==> config.mk <==
export PLATFORM = sky130hd
export DESIGN_NAME = simple_uart_tx_flat
export DESIGN_NICKNAME = d
export VERILOG_FILES = /design/src/rtl/simple_uart_tx_pkg.sv /design/src/rtl/simple_uart_tx_if.sv /design/src/rtl/medfifo.sv /design/src/rtl/simple_uart_tx.sv /design/src/flat_wrapper.sv
export SDC_FILE = /design/constraint.sdc
export NUM_CORES = 1
export LEC_CHECK = 0
export CAP_MARGIN = 25
export CORE_MARGIN = 2
export CORE_UTILIZATION = 40
export DETAILED_ROUTE_END_ITERATION = 8
export GPL_ROUTABILITY_DRIVEN = 0
export PLACE_DENSITY_LB_ADDON = 0.1
export SYNTH_ARGS = -nofsm -noshare
export SYNTH_HDL_FRONTEND = slang
export SYNTH_HIERARCHICAL = 1
export SYNTH_SLANG_ARGS = --single-unit
==> constraint.sdc <==
create_clock -name clk -period 6.8 [get_ports clk]
set_input_delay 0.68 -clock clk [delete_from_list [all_inputs] [get_ports clk]]
set_output_delay 0.68 -clock clk [all_outputs]
set_load 0.02 [all_outputs]
==> src/rtl/simple_uart_tx_pkg.sv <==
// Shared UART definitions for the transmitter and receiver.
package simple_uart_tx_pkg;

  typedef enum logic [1:0] {
    IDLE,
    START,
    DATA,
    STOP
  } uart_state_t;

  localparam int UART_DATA_BITS  = 8;
  localparam int UART_FRAME_BITS = 10;

endpackage

==> src/rtl/simple_uart_tx_if.sv <==
// Byte-push and serial-line signals of the UART transmitter.
// master = bus side that pushes bytes, slave = the transmitter.
interface simple_uart_tx_if;

  logic [7:0]  fifo_in;
  logic        fifo_write;
  logic [7:0]  fifo_level;
  logic        fifo_full;
  logic [15:0] clkdiv;
  logic        baudclk;
  logic        tx;
  logic        tx_busy;

  modport master (
    output fifo_in, fifo_write, clkdiv,
    input  fifo_level, fifo_full, baudclk, tx, tx_busy
  );

  modport slave (
    input  fifo_in, fifo_write, clkdiv,
    output fifo_level, fifo_full, baudclk, tx, tx_busy
  );

endinterface

==> src/rtl/medfifo.sv <==
// Small synchronous FIFO with 2**DEPTH entries, combinational read port
// and occupancy count. Write while full is dropped; pop while empty is ignored.
module medfifo #(
  parameter int WIDTH = 8,
  parameter int DEPTH = 0
) (
  input  logic             clk,
  input  logic             rst,
  input  logic             clear,
  input  logic [WIDTH-1:0] in_data,
  input  logic             write,
  output logic [WIDTH-1:0] out_data,
  input  logic             pop,
  output logic             empty,
  output logic             full,
  output logic [7:0]       level
);

  localparam int ENTRIES = 1 << DEPTH;
  localparam int PW      = (DEPTH > 0) ? DEPTH : 1;
  localparam logic [PW-1:0]  PTR_ONE   = 1;
  localparam logic [DEPTH:0] COUNT_ONE = 1;

  logic [WIDTH-1:0] mem [ENTRIES];
  logic [PW-1:0]    wr_ptr;
  logic [PW-1:0]    rd_ptr;
  logic [DEPTH:0]   count;
  logic             do_write;
  logic             do_pop;

  // count can only reach 2**DEPTH when every slot is used, so its top bit is "full"
  assign empty    = (count == '0);
  assign full     = count[DEPTH];
  assign level    = 8'(count);
  assign do_write = write && !full;
  assign do_pop   = pop && !empty;
  assign out_data = mem[rd_ptr];

  // Storage array; no reset needed because count gates every read.
  always_ff @(posedge clk) begin
    if (do_write) mem[wr_ptr] <= in_data;
  end

  // Pointers and occupancy; simultaneous write and pop leave count unchanged.
  always_ff @(posedge clk) begin
    if (rst || clear) begin
      wr_ptr <= '0;
      rd_ptr <= '0;
      count  <= '0;
    end else begin
      if (do_write) wr_ptr <= (DEPTH == 0) ? '0 : wr_ptr + PTR_ONE;
      if (do_pop)   rd_ptr <= (DEPTH == 0) ? '0 : rd_ptr + PTR_ONE;
      case ({do_write, do_pop})
        2'b10:   count <= count + COUNT_ONE;
        2'b01:   count <= count - COUNT_ONE;
        default: count <= count;
      endcase
    end
  end

endmodule

==> src/rtl/simple_uart_tx.sv <==
// 8N1 UART transmitter fed from a byte FIFO.
//
//   state | meaning
//   IDLE  | line high, waiting for a queued byte
//   START | driving the start bit (low)
//   DATA  | shifting out sr[0], eight bits LSB first
//   STOP  | driving the stop bit (high); chains straight into START if more data
//
// A bit ends when baud_ctr >= clkdiv, so a clkdiv lowered mid-bit ends the bit
// on the next cycle and clkdiv values of 0 or 1 give one-cycle bits.
module simple_uart_tx
  import simple_uart_tx_pkg::*;
#(
  parameter int DEPTH = 0
) (
  input logic              clk,
  input logic              rst,
  simple_uart_tx_if.slave  bus
);

  uart_state_t state;
  uart_state_t state_next;
  logic [7:0]  sr;
  logic [7:0]  sr_next;
  logic [3:0]  bit_ctr;
  logic [3:0]  bit_ctr_next;
  logic [15:0] baud_ctr;
  logic [15:0] baud_ctr_next;
  logic        tx_q;
  logic        tx_next;
  logic        bit_end;
  logic        fifo_pop;
  logic        fifo_empty;
  logic [7:0]  fifo_data;

  medfifo #(
    .WIDTH (8),
    .DEPTH (DEPTH)
  ) u_fifo (
    .clk      (clk),
    .rst      (rst),
    .clear    (1'b0),
    .in_data  (bus.fifo_in),
    .write    (bus.fifo_write),
    .out_data (fifo_data),
    .pop      (fifo_pop),
    .empty    (fifo_empty),
    .full     (bus.fifo_full),
    .level    (bus.fifo_level)
  );

  // State, shift register, counters and the registered serial output.
  always_ff @(posedge clk) begin
    if (rst) begin
      state    <= IDLE;
      sr       <= '0;
      bit_ctr  <= '0;
      baud_ctr <= '0;
      tx_q     <= 1'b1;
    end else begin
      state    <= state_next;
      sr       <= sr_next;
      bit_ctr  <= bit_ctr_next;
      baud_ctr <= baud_ctr_next;
      tx_q     <= tx_next;
    end
  end

  // Next-state, FIFO pop, bit timing and next line level.
  always_comb begin
    state_next    = state;
    sr_next       = sr;
    bit_ctr_next  = bit_ctr;
    baud_ctr_next = baud_ctr;
    fifo_pop      = 1'b0;
    tx_next       = 1'b1;
    bit_end       = (baud_ctr >= bus.clkdiv);

    unique case (state)
      IDLE: begin
        baud_ctr_next = '0;
        if (!fifo_empty) begin
          fifo_pop      = 1'b1;
          sr_next       = fifo_data;
          state_next    = START;
          baud_ctr_next = 16'd1;
        end
      end
      START: begin
        if (bit_end) begin
          state_next   = DATA;
          bit_ctr_next = '0;
        end
      end
      DATA: begin
        if (bit_end) begin
          sr_next      = sr >> 1;
          bit_ctr_next = bit_ctr + 4'd1;
          if (bit_ctr == 4'(UART_DATA_BITS - 1)) state_next = STOP;
        end
      end
      STOP: begin
        if (bit_end) begin
          if (!fifo_empty) begin
            fifo_pop   = 1'b1;
            sr_next    = fifo_data;
            state_next = START;
          end else begin
            state_next = IDLE;
          end
        end
      end
      default: state_next = IDLE;
    endcase

    // IDLE handles its own counter load; every other state counts within the bit
    if (state != IDLE) baud_ctr_next = bit_end ? 16'd1 : baud_ctr + 16'd1;

    // Line level is decided from the next state so tx comes straight from a flop
    case (state_next)
      START:   tx_next = 1'b0;
      DATA:    tx_next = sr_next[0];
      default: tx_next = 1'b1;
    endcase
  end

  assign bus.tx      = tx_q;
  assign bus.tx_busy = (state != IDLE);
  assign bus.baudclk = (state != IDLE) && (baud_ctr == 16'd1);

endmodule
==> src/flat_wrapper.sv <==
// flat-port wrapper written by rule: the top's interface ports become plain ports
module simple_uart_tx_flat import simple_uart_tx_pkg::*;
#(
  parameter int DEPTH = 0
)
  (clk, rst, bus_fifo_in, bus_fifo_write, bus_clkdiv, bus_fifo_level, bus_fifo_full, bus_baudclk, bus_tx, bus_tx_busy);
  simple_uart_tx_if bus_i ();
  input logic clk;
  input logic rst;
  input wire logic [$bits(bus_i.fifo_in)-1:0] bus_fifo_in;
  input wire logic [$bits(bus_i.fifo_write)-1:0] bus_fifo_write;
  input wire logic [$bits(bus_i.clkdiv)-1:0] bus_clkdiv;
  output wire logic [$bits(bus_i.fifo_level)-1:0] bus_fifo_level;
  output wire logic [$bits(bus_i.fifo_full)-1:0] bus_fifo_full;
  output wire logic [$bits(bus_i.baudclk)-1:0] bus_baudclk;
  output wire logic [$bits(bus_i.tx)-1:0] bus_tx;
  output wire logic [$bits(bus_i.tx_busy)-1:0] bus_tx_busy;
  assign bus_i.fifo_in = bus_fifo_in;
  assign bus_i.fifo_write = bus_fifo_write;
  assign bus_i.clkdiv = bus_clkdiv;
  assign bus_fifo_level = bus_i.fifo_level;
  assign bus_fifo_full = bus_i.fifo_full;
  assign bus_baudclk = bus_i.baudclk;
  assign bus_tx = bus_i.tx;
  assign bus_tx_busy = bus_i.tx_busy;
  simple_uart_tx #(.DEPTH(DEPTH)) u_core (.clk(clk), .rst(rst), .bus(bus_i));
endmodule
Yosys cells after proc, flatten, opt, wreduce, memory -nomap -nowiden
Memories as Yosys holds them, arrays and structs flattened.
Index checks and enable logic that the tools add are counted.
{"block": "totals", "input_bits": 27, "elab_cells": 62, "register_bits": 32, "n_memories": 1, "ram_bits": 8, "output_inout_bits": 12}
{"name": "u_core.u_fifo.mem", "words": 1, "word_bits": 8, "read_ports": 1, "rd_clocked_by_memory_dff": 0, "write_ports": 1, "line_no": "medfifo.sv:24", "rtl": "logic [WIDTH-1:0] mem [ENTRIES];"}
{"block": "classes", "mux": 25, "n_eq_ne": 12, "n_addsub": 4, "n_reduce_logical": 12, "magnitude_cmp": 1}
{"op": "two-way mux 16 bit", "count": 3}
{"op": "two-way mux 8 bit", "count": 3}
{"op": "case mux 8 bit (3 select lines)", "count": 1}
{"op": "adder 16 x 1 -> 16 bit (second input constant)", "count": 1}
{"op": "== test 16 x 1 -> 1 bit (second input constant)", "count": 1}
{"op": "greater-or-equal comparator 16 bit", "count": 1}
{"op": "two-way mux 2 bit", "count": 5}
{"op": "== test 2 bit (second input constant)", "count": 4}
{"op": "two-way mux 4 bit", "count": 2}
{"op": "case mux 2 bit (4 select lines)", "count": 1}
{"op": "case mux 4 bit (2 select lines)", "count": 1}
{"op": "nonzero test 2 bit", "count": 4}
{"op": "== test 2 x 1 -> 1 bit (second input constant)", "count": 3}
{"op": "two-way mux 1 bit", "count": 6}
{"op": "inequality test 2 x 1 -> 1 bit (second input constant)", "count": 3}
{"op": "case mux 1 bit (2 select lines)", "count": 3}
{"op": "AND reduction 3 bit", "count": 2}
{"op": "adder 4 x 1 -> 4 bit (second input constant)", "count": 1}
{"op": "== test 4 x 3 -> 1 bit (second input constant)", "count": 1}
{"op": "logical AND 1 bit", "count": 3}
{"op": "nonzero test 3 bit", "count": 1}
{"op": "logical NOT 2 bit", "count": 1}
{"op": "adder 1 bit (second input constant)", "count": 1}
{"op": "logical NOT 1 bit", "count": 1}
{"op": "subtractor 1 bit (second input constant)", "count": 1}

Logic depth before layout (Yosys ltp)
Gate-level depths: netlist of run 1.
{"block": "depth", "depth_word": 6, "depth_mapped": 10, "depth_no_buf": 9}

Cells and area by module
The synthesis of run 1 kept the hierarchy.
{"module": "simple_uart_tx", "area_each_um2": 2167.1, "cells_each": 261, "seq_area_each_um2": 620.6, "n_inst": 1}
{"module": "medfifo", "area_each_um2": 355.3, "cells_each": 22, "seq_area_each_um2": 260.2, "n_inst": 1}

Worst setup path before layout of run 1
OpenSTA, ideal clock, no wires.
{"block": "synth_path", "kind": "input to register", "from": "in bus_clkdiv[1]", "to": "reg u_core.baud_ctr[10]", "required_time_ns": 6.736, "path_slack_ns": 4.230, "setup_time_ns": 0.064, "arrival_time_ns": 2.507, "n_path_buf": 2, "path_stages": 10, "cell_sequence": "inv_1 ha_1 nor2b_1 o211a_1 o311ai_4 nand3_4 or3_1 buf_6 buf_8 nor2_1"}
{"block": "synth_via", "elab_chain_cells": 3}
{"item": "from (decl)", "line_no": "flat_wrapper.sv:12", "rtl": "input wire logic [$bits(bus_i.clkdiv)-1:0] bus_clkdiv;"}
{"item": "greater-or-equal comparator 16 bit", "line_no": "simple_uart_tx.sv:77", "rtl": "bit_end = (baud_ctr >= bus.clkdiv);"}
{"item": "two-way mux 16 bit (2 in series)", "line_no": "simple_uart_tx.sv:117", "rtl": "if (state != IDLE) baud_ctr_next = bit_end ? 16'd1 : baud_ctr + 16'd1;"}
{"item": "to (signal assigned)", "line_no": "simple_uart_tx.sv:64", "rtl": "baud_ctr <= baud_ctr_next;"}
{"item": "to (decl)", "line_no": "simple_uart_tx.sv:27", "rtl": "logic [15:0] baud_ctr;"}
Every way passes these cells.
A chain may end at the register's enable or synchronous reset.

Final worst setup path of run 1
{"block": "layout_path", "from": "in bus_clkdiv[14]", "to": "reg u_core.sr[6]"}
{"block": "layout_via", "elab_chain_cells": 3, "elab_cells_between_ends": 4, "cone_classes": "order compare (1); eq/ne (2); reduce/logical (1)"}
{"item": "greater-or-equal comparator 16 bit (*)", "line_no": "simple_uart_tx.sv:77"}
{"item": "inequality test 2 x 1 -> 1 bit (no source line)"}
{"item": "AND reduction 3 bit (no source line) (*)"}
{"item": "to (signal assigned)", "line_no": "simple_uart_tx.sv:62", "rtl": "sr <= sr_next;"}
{"item": "to (decl)", "line_no": "simple_uart_tx.sv:23", "rtl": "logic [7:0] sr;"}
Mark *: on every way between the ends. The rest lies on a longest branch, timed or not.

==> results of run 1 <==
==> power by group through the flow <==
| stage | Clock [W] | Sequential [W] | Combinational [W] |
|---|---|---|---|
| after floorplan | 0 | 0.000258 | 0.0000399 |
| final | 0.000199 | 0.000253 | 0.0000606 |
| after detailed placement | 0 | 0.000258 | 0.0000610 |
| after global routing | 0.000216 | 0.000254 | 0.0000677 |
| after CTS | 0.000206 | 0.000253 | 0.0000614 |
| after global placement | 0 | 0.000258 | 0.0000605 |
==> worst max-delay path: stages <==
cell             delay, ns
clkdlybuf4s50_1       0.45
inv_1                 0.04
ha_1                  0.32
nand4_2               0.12
nor3_2                0.30
nand2_1               0.23
a41oi_2               0.55
o211ai_1              0.35
or2_0                 0.30
a21oi_1               0.12
==> metal layers <==
metal / up-vias / part of all wire (%) / track usage [%]
met5: - / 0 / 0
met4: 0 / 0.50 / 4.545
met3: 2 / 4.6 / 3.479
met2: 43 / 40 / 20.97
met1: 853 / 55 / 21.02
li1: 1024 / - / -
==> area by class of cell <==
class | count | share of cell area (%)
repair buffers | 32 | 10.75
flip-flops and latches | 40 | 29.81
well taps | 75 | 3.175
clock buffers | 5 | 2.329
inverters | 24 | 3.048
multi-input cells | 208 | 49.28
clock inverters | 3 | 1.609
==> flip-flops by register name (all words and copies together) (netlist names) <==
signal              count
u_core/bus.tx           1
u_core/baud_ctr        16
u_core/u_fifo/full      1
u_core/u_fifo/mem       8
u_core/bit_ctr          4
u_core/state            2
u_core/sr               8
==> logic make-up (layout without fill, tap and decap cells) <==
| kind of cell | after synthesis | after routing | synth area share (%) |
|---|---|---|---|
| AND/OR/NAND/NOR | 102 | 102 | 21.92 |
| AO/OA/AOI/OAI | 51 | 51 | 14.19 |
| multiplexers | 8 | 8 | 3.175 |
| adder cells (fa/ha/maj) | 25 | 25 | 12.40 |
| buffers and inverters | 41 | 64 | 8.234 |
| XOR/XNOR | 14 | 14 | 4.861 |
| flip-flops | 40 | 40 | 34.92 |
| other | 2 | 8 | 0.2977 |
==> metrics by stage <==
stage,worst slack (ns),power (W)
after global routing,3.263,0.0005372
after detailed placement,3.217,0.0003192
final,3.544,0.0005124
after CTS,3.513,0.0005204
after global placement,3.307,0.0003187
after floorplan,4.230,0.0002976
==> placed cells by master, fill, tap and decap left out, drive strengths merged, types with 2 or more instances in the layout <==
cell / count
dfxtp: 32
clkdlybuf4s50: 31
nor2: 29
ha: 25
inv: 24
a21oi: 18
nand2: 17
nand3: 12
nor2b: 9
a31oi: 9
xor2: 9
mux2i: 8
conb: 8
edfxtp: 8
o21ai: 7
nor3: 7
or2: 6
and3: 6
clkbuf: 5
xnor2: 5
nor4: 5
clkinv: 2
a21boi: 2
nor3b: 2
a32oi: 2
and2: 2
a21o: 2
a41oi: 2
==> worst min path at each step <==
| stage | start | endpoint | cells after the start |
|---|---|---|---|
| 3_3_place_gp | u_core/bit_ctr[3] | u_core/bit_ctr[3] | 2 |
| 3_5_place_dp | u_core/bit_ctr[3] | u_core/bit_ctr[3] | 2 |
| 6_report | u_core/bit_ctr[3] | u_core/bit_ctr[3] | 2 |
| 5_1_grt | u_core/sr[7] | u_core/sr[7] | 2 |
| 4_1_cts | u_core/bit_ctr[3] | u_core/bit_ctr[3] | 2 |
| 2_1_floorplan | u_core/sr[7] | u_core/sr[7] | 2 |
==> summary.md, run 1 <==
| Metric | Value |
|---|---|
| Status | `finished clean` |
| Area delta synth->final | `17.16%` |
| Slew headroom | `60.30%` |
| Ant diodes | `0` |
| Fin crit share | `47.88%` |
| Required time of the critical path | `7.03 ns` |
| Arr. time, crit path | `3.48 ns` |
| Commonest cells in the netlist | `dfxtp_1, ha_1, nor2_1` |
| Global-route wire length before repair | `~8400 um` |
| Setup CP Type | `in2reg` |
| Reg-to-reg slack, setup | `4.03 ns` |
| FILL cells | `593` |
| Clk sinks | `40` |
| Post-route ant nets | `0` |
| Setup crit start kind | `input pin` |
| Root Buffer | `clkbuf_8` |
| Area occupied by multi-input gates | `1456 um^2` |
| Max-cap viol count | `0` |
| Core Region | `5991 um^2` |
| CTS tree | `built` |
| Fin util | `49.33%` |
| RSZ-0062 raised after global routing | `no` |
| Ys Warns | `6` |
| Cell accounting for the most synthesized area | `dfxtp_1` |
| Most common cell in the netlist | `dfxtp_1` |
| Register area | `between 800 and 900 um^2` |
| Hold slack | `0.4937 ns` |
| Die area | `6957 um^2` |
| Setup Buffers After CTS | `0` |
| Largest net degree at the start of global routing | `19` |
| Setup crit start | `bus_clkdiv[14]` |
| Worst r2r path cells | `8` |
| Pwr/cell area | `173.4 nW/um^2` |
| DIE WIDTH | `~83 um` |
| EDFF count, synth | `8` |
| Dominant synthesized flop cell | `dfxtp_1` |
| DR DRC count | `0` |
| FF-to-FF End | `u_core/sr[6]` |
| GRT Util Overall | `14.43%` |
| Post-CTS resize count | `0` |
| CP Max Fanout | `14` |
| Clk pwr share | `around two fifths` |
| DR iter-0 viols | `76` |
| Cell Area, Synth | `2522 um^2` |
| Switching Power | `0.0001234 W` |
| Final Skew | `0.006560 ns` |
| WL/cell | `12.39 um` |
| Post-synthesis sequential area ratio | `34.92%` |
| CTS H-tree depth | `2` |
| Clock Tree Buf Depth | `2` |
| Vias | `1922` |
| Final setup vio count | `0` |
| Final nets | `between 300 and 400` |
| CP Capture Type | `flop` |
| Final TNS setup | `0 ns` |
| Min cycle time layout | `between 3 and 4 ns` |
| Critical Path End | `u_core/sr[6]` |
| Hold-fix buffers at CTS | `0` |
| Logic gate share of total power | `between 10% and 20%` |
| P_leak | `1.204 nW` |
| Initial antenna violation count | `0` |
| Clock latency on the worst-skew pair | `about 0.29 ns` |
| Reg2reg start | `u_core/baud_ctr[14]` |
| Maximum VDD drop | `0.0001138 V` |
| GRT overflow | `0` |
| Post-DP HPWL | `3636 um` |
| Mapped Cells | `between 200 and 300` |
| Internal power component | `0.0003890 W` |
| HP Class | `reg2reg` |
| Share of the synthesized area in the top cell type | `roughly a quarter` |
| Area contributors post-synth | `dfxtp_1, ha_1, edfxtp_1, nor2_1, a21oi_1` |
| Count of final hold-check violations | `0` |
| Cell count after placement | `379` |
| Max-slew violations | `0` |
| Non-Filler Instances | `about 390` |
| Row count | `28` |
| Port bufs | `31` |
| FMAX | `307.1 MHz` |
| Fraction of layout cells with a size suffix above 1 | `7.692%` |
| Clock slew at reported path FFs | `0.08 ns` |
| Total CTS buffers | `5` |
| Worst slew pin tran | `0.5948 ns` |
| Via-to-Cell Ratio | `4.966` |
| Yosys cell types | `51` |
| Die H | `83.41 um` |
| FFs w/ async S/R, synth | `0%` |
| Initial Utilization | `42.11%` |
| WL final | `approximately 4800 um` |
| DR pass1 iterations | `6` |
| Vias in the first global route | `roughly 1.8k` |
| Switching Fraction | `about 24%` |
| Yosys reg bits | `40` |
| I/O Pins | `39` |
| Area after DPL | `approximately 2800 um^2` |
| Final Cell Area | `2955 um^2` |
| Sequential Power Share | `49.3%` |
| Avg Synthesized Cell Area | `8.913 um^2` |
No activity file was read; power rests on OpenSTA's default activity.
==> run 2: changes to the inputs <==
- clock period: 6.8 -> 3.3 ns (I/O delays scaled with it)
==> run 2 against run 1 <==
Net effect: non-clock buffer count increased by 4; clock power rose by 67%; utilization increased by 0.10 points; register-to-register slack got worse by 3.3 ns; setup slack got worse by 3.0 ns; clock-buffer cell count unchanged; cell area rose by 0.21%; sequential power up 110%; sequential share of layout area decreased by 0.063 points; worst hold slack gained 0.0018 ns; critical path depth is 5 lower; largest power group unchanged.
==> summary.md, run 2 (synthesis gave the netlist of run 1 again) <==
| Metric | Value |
|---|---|
| Regs by FF count | `u_core/baud_ctr: 16 flops, u_core/sr: 8 flops, u_core/u_fifo/mem: 8 flops` |
| Total CTS buffers | `5 (unchanged)` |
| CTS H-tree depth | `2 (unchanged)` |
| Setup CP Type | `reg2out` |
| Clock slew at reported path FFs | `0.08 ns (about the same)` |
| Vias in the first global route | `1876 (+2.1%)` |
| CP Max Fanout | `7 (-7)` |
| CTS tree | `built` |
| P_leak | `1.206 nW (+0.17%)` |
| FF-to-FF End | `u_core/baud_ctr[3]` |
| I/O Pins | `39 (unchanged)` |
| Hold path start | `u_core/bit_ctr[3]` |
| Worst hold stages | `2 (unchanged)` |
| Min cycle time layout | `2.713 ns` |
| DR pass1 iterations | `4 (-2)` |
| DR DRC count | `0 (unchanged)` |
| Initial Utilization | `42.11% (unchanged)` |
| Max-slew violations | `0 (unchanged)` |
| Post-CTS resize count | `0 (unchanged)` |
| Clock Tree Buf Depth | `2 (unchanged)` |
| Count of final hold-check violations | `0 (unchanged)` |
| Largest net degree at the start of global routing | `19 (unchanged)` |
| Maximum VDD drop | `0.0002181 V (+92%)` |
| Hold-fix buffers at CTS | `0 (unchanged)` |
| Die area | `6957 um^2 (unchanged)` |
| Via-to-Cell Ratio | `5.087 (+2.4%)` |
| Biggest register | `u_core/baud_ctr` |
| GRT overflow | `0 (unchanged)` |
| Vias | `1989 (+3.5%)` |
| Final TNS setup | `0 ns (unchanged)` |
| Fraction of layout cells with a size suffix above 1 | `8.861% (+1.2 points)` |
| Final setup vio count | `0 (unchanged)` |
| Ant diodes | `0 (unchanged)` |
| Fin util | `49.44% (+0.10 points)` |
| Reg-to-reg slack, setup | `0.78 ns (-3.25 ns)` |
| Port bufs | `31 (unchanged)` |
| Area delta synth->final | `17.41%` |
| FILL cells | `607 (+2.4%)` |
| Setup crit start kind | `flop` |
| Core Region | `5991 um^2 (unchanged)` |
| Slew headroom | `59.48% (-0.82 points)` |
| Max-cap viol count | `0 (unchanged)` |
| RSZ-0062 raised after global routing | `no` |
| Required time of the critical path | `2.97 ns (-4.06 ns)` |
| Clk sinks | `40 (unchanged)` |
| WL final | `4958 um (+3.4%)` |
| DIE WIDTH | `83.41 um (unchanged)` |
| Root Buffer | `clkbuf_8` |
| Die H | `83.41 um (unchanged)` |
| Hold EP | `u_core/bit_ctr[3]` |
| HP Class | `reg2reg` |
| Final setup margin | `0.5873 ns (-2.957 ns)` |
| Status | `finished clean` |
| Pwr/cell area | `332.4 nW/um^2 (+92%)` |
| Row count | `28 (unchanged)` |
| Post-DP HPWL | `3755 um (+3.3%)` |
| Initial antenna violation count | `0 (unchanged)` |
| Worst r2r path cells | `7 (-1)` |
| FMAX | `368.6 MHz` |
| Hold slack | `0.4956 ns (+0.001830 ns)` |
| Worst slew pin tran | `0.6078 ns (+0.01294 ns)` |
| DR iter-0 viols | `116 (+53%)` |
| CP Capture Type | `output port` |
| Clock latency on the worst-skew pair | `0.30 ns (about the same)` |
| Reg2reg start | `u_core/baud_ctr[14]` |
| Final Skew | `0.007765 ns (+0.001205 ns)` |
| Largest register FFs | `16 (unchanged)` |
| WL/cell | `12.68 um (+2.3%)` |
| Post-route ant nets | `0 (unchanged)` |
| GRT Util Overall | `14.84% (+0.42 points)` |
| Most common cell after layout, fill and taps aside | `dfxtp_1` |
| Placement-stage worst setup slack | `0.3709 ns (-2.846 ns)` |
| Global-route wire length before repair | `8590 um (+2.5%)` |
| Arr. time, crit path | `2.38 ns (-1.10 ns)` |
| Final nets | `367 (+1.1%)` |
| Most frequent cells in the layout | `dfxtp_1, clkdlybuf4s50_1, nor2_1, ha_1, inv_1` |
| Setup Buffers After CTS | `0 (unchanged)` |
| Fin crit share | `approximately 82%` |
[run 2: how the worst max path moves through the flow]
stage                          startpoint                  end  slack (ns)  cells after the start
after floorplan             bus_clkdiv[1]  u_core/baud_ctr[10]        1.08                     10
after global placement      bus_clkdiv[1]   u_core/baud_ctr[3]        0.42                      9
after detailed placement    bus_clkdiv[1]   u_core/baud_ctr[6]        0.37                      9
after CTS                 u_core/state[1]          bus_baudclk        0.57                      5
after global routing      u_core/state[1]          bus_baudclk        0.47                      5
final                     u_core/state[1]          bus_baudclk        0.59                      5
[run 2: metal layers]
metal	vias to the layer above	global-route usage (%)	part of all wire, %
met5	-	0	0
met4	0	3.959	0.87
met3	4	3.380	4.7
met2	46	23.02	43
met1	902	20.84	52
li1	1037	-	-
[run 2: cell type report]
type	instances	area, um^2	area share, %
Clock buffer	5	68.82	2.324
Clock inverter	3	23.77	0.8027
Inverter	24	90.09	3.042
Multi-Input combinational cell	208	1456	49.18
Sequential cell	40	880.8	29.74
Tap cell	75	93.84	3.169
Timing Repair Buffer	36	347.8	11.74
[run 2: where the power goes]
| group | internal [W] | total, W | switching (W) |
|---|---|---|---|
| combinational | 0.0000673 | 0.000132 | 0.0000645 |
| sequential | 0.000512 | 0.000521 | 0.00000885 |
| clock | 0.000150 | 0.000332 | 0.000182 |
| total | 0.000729 | 0.000984 | 0.000256 |
[run 2: per-stage QoR]
step                      cell area [um^2]  cells  power [W]
final                                 2962    391  0.0009844
after global placement                2869    383  0.0006642
after CTS                             2962    391  0.0009988
after global routing                  2962    391   0.001039
after detailed placement              2869    383  0.0006652
after floorplan                       2545    289  0.0006133
[run 2: critical path, cell delays in order, from the launching register on]
cell	delay (ns)
dfxtp_1	0.48
inv_1	0.15
ha_1	0.30
nor4b_1	0.33
and4_1	0.23
clkdlybuf4s50_1	0.60
==> run 3: changes to the inputs <==
- clock period: 3.3 -> 2.8 ns (I/O delays scaled with it)
==> run 3 against run 2 <==
Net effect: critical endpoint unchanged; worst hold slack gained 0.0033 ns; die area unchanged; global-route usage grew 0.42 points; sequential cell count unchanged; clock skew fell by 0.00064 ns; utilization is 0.94 points higher; routed wire length rose by 2.8%; sequential power is 18% higher.
==> summary.md, run 3 (synthesis gave the netlist of run 1 again) <==
| Metric | Value |
|---|---|
| Root Buffer | `clkbuf_8` |
| Clock latency on the worst-skew pair | `0.29 ns (about the same)` |
| FILL cells | `619 (+2.0%)` |
| Fin crit share | `90.56%` |
| Required time of the critical path | `2.52 ns (-0.45 ns)` |
| Max-slew violations | `0 (unchanged)` |
| Vias in the first global route | `1837 (-2.1%)` |
| Count of final hold-check violations | `0 (unchanged)` |
| Global-route wire length before repair | `8776 um (+2.2%)` |
| RSZ-0062 raised after global routing | `no` |
| CTS H-tree depth | `2 (unchanged)` |
| Most frequent cells in the layout | `dfxtp_1, clkdlybuf4s50_1, nor2_1, ha_1, inv_1` |
| Port bufs | `31 (unchanged)` |
| Cell Chain, Critical Path | `inv_1, ha_1, nor4b_1, and4_1, clkdlybuf4s50_1` |
| Die H | `83.41 um (unchanged)` |
| I/O Pins | `39 (unchanged)` |
| Ant diodes | `0 (unchanged)` |
| Initial Utilization | `42.11% (unchanged)` |
| Final Skew | `0.007127 ns (-0.0006376 ns)` |
| GRT overflow | `0 (unchanged)` |
| Worst slew pin tran | `0.6151 ns (+0.007334 ns)` |
| Final TNS setup | `0 ns (unchanged)` |
| Vias | `2001 (+0.60%)` |
| Setup crit start kind | `flop` |
| Total CTS buffers | `5 (unchanged)` |
| Post-CTS resize count | `0 (unchanged)` |
| Critical path's slowest cell | `clkdlybuf4s50_1` |
| GRT Util Overall | `15.26% (+0.42 points)` |
| Setup Buffers After CTS | `0 (unchanged)` |
| Fraction of layout cells with a size suffix above 1 | `10.28% (+1.4 points)` |
| DR DRC count | `0 (unchanged)` |
| Post-DP HPWL | `3864 um (+2.9%)` |
| Regs by FF count | `u_core/baud_ctr: 16 flops, u_core/sr: 8 flops, u_core/u_fifo/mem: 8 flops` |
| Initial antenna violation count | `0 (unchanged)` |
| Setup CP Type | `reg2out` |
| Pwr/cell area | `410.9 nW/um^2 (+24%)` |
| Largest register FFs | `16 (unchanged)` |
| CP peak stage delay | `0.60 ns (about the same)` |
| Final setup vio count | `0 (unchanged)` |
| Post-route ant nets | `0 (unchanged)` |
| Row count | `28 (unchanged)` |
| DR pass1 iterations | `6 (+2)` |
| Final Cell Area | `3018 um^2 (+1.9%)` |
| HP Class | `reg2reg` |
| Biggest register | `u_core/baud_ctr` |
| P_leak | `1.244 nW (+3.1%)` |
| Clk sinks | `40 (unchanged)` |
| Status | `finished clean` |
| Largest net degree at the start of global routing | `18 (-1)` |
| WL final | `5096 um (+2.8%)` |
| Fin util | `50.38% (+0.94 points)` |
| Area after DPL | `2907 um^2 (+1.3%)` |
| DR iter-0 viols | `109 (-6.0%)` |
| Final nets | `372 (+1.4%)` |
| Slew headroom | `58.95% (-0.53 points)` |
| Clock Tree Buf Depth | `2 (unchanged)` |
| CP Max Fanout | `7 (unchanged)` |
| WL/cell | `12.87 um (+1.5%)` |
| Most common cell after layout, fill and taps aside | `dfxtp_1` |
| Maximum VDD drop | `0.0002596 V (+19%)` |
| Arr. time, crit path | `2.26 ns (-0.12 ns)` |
| Area delta synth->final | `19.64%` |
| CP Capture Type | `output port` |
| Via-to-Cell Ratio | `5.053 (-0.67%)` |
| Min cycle time layout | `about 2.5 ns` |
| Clock slew at reported path FFs | `0.08 ns (about the same)` |
| FMAX | `394.4 MHz` |
| Hold slack | `0.4989 ns (+0.003348 ns)` |
| Hold-fix buffers at CTS | `0 (unchanged)` |
| DIE WIDTH | `83.41 um (unchanged)` |
| Core Region | `5991 um^2 (unchanged)` |
| CTS tree | `built` |
| Die area | `6957 um^2 (unchanged)` |
| Max-cap viol count | `0 (unchanged)` |
-- run 3: cell types whose count changed in the layout (fill, tap and decap cells not counted), sizes merged --
cell | previous run | this run
clkinvlp | 2 | 1
bufinv | 0 | 1
buf | 5 | 10
-- run 3: final timing paths --
| path | from | end | slack (ns) | depth (start not counted) |
|---|---|---|---|---|
| worst max-delay path | u_core/state[0] | bus_baudclk | 0.26 | 5 |
| worst min-delay path | u_core/sr[7] | u_core/sr[7] | 0.50 | 2 |
| worst max register to register | u_core/baud_ctr[1] | u_core/bus.tx | 0.35 | 8 |
| worst min register to register | u_core/sr[7] | u_core/sr[7] | 0.50 | 2 |
-- run 3: cell type report --
| cell class | instances | area [um^2] | share of cell area (%) |
|---|---|---|---|
| clock buffers | 5 | 68.82 | 2.280 |
| clock inverters | 3 | 42.54 | 1.410 |
| flip-flops and latches | 40 | 880.8 | 29.19 |
| well taps | 75 | 93.84 | 3.109 |
| inverters | 24 | 90.09 | 2.985 |
| multi-input cells | 208 | 1456 | 48.26 |
| repair buffers | 41 | 385.4 | 12.77 |
-- run 3: critical path: cells and delay by family (launching register included) --
family | cells | cell delay (ns)
AND/OR/NAND/NOR | 2 | 0.51
adder cells (fa/ha/maj) | 1 | 0.31
flip-flops | 1 | 0.40
buffers and inverters | 2 | 0.74
-- run 3: per-layer routing --
metal  routed length, um  up-vias  track usage [%]  share of wire, %
met5                   0        -                0                 0
met4                  24        0            3.519              0.47
met3                 278        2            3.579               5.5
met2                2165       61            22.36                42
met1                2627      892            22.71                52
li1                    -     1046                -                 -
-- run 3: where the power goes --
part	switching (W)	internal, W
clock	0.000204	0.000264
combinational	0.0000778	0.0000802
sequential	0.0000104	0.000603
total	0.000293	0.000947
-- run 3: stage by stage --
step	std cells	total power, W	setup slack (ns)
floorplan	289	0.0007228	0.6113
global placement	388	0.0007847	0.02797
detailed placement	388	0.0007852	-0.01793
CTS	396	0.001258	0.2248
global route	396	0.001309	0.1237
finish	396	0.001240	0.2642
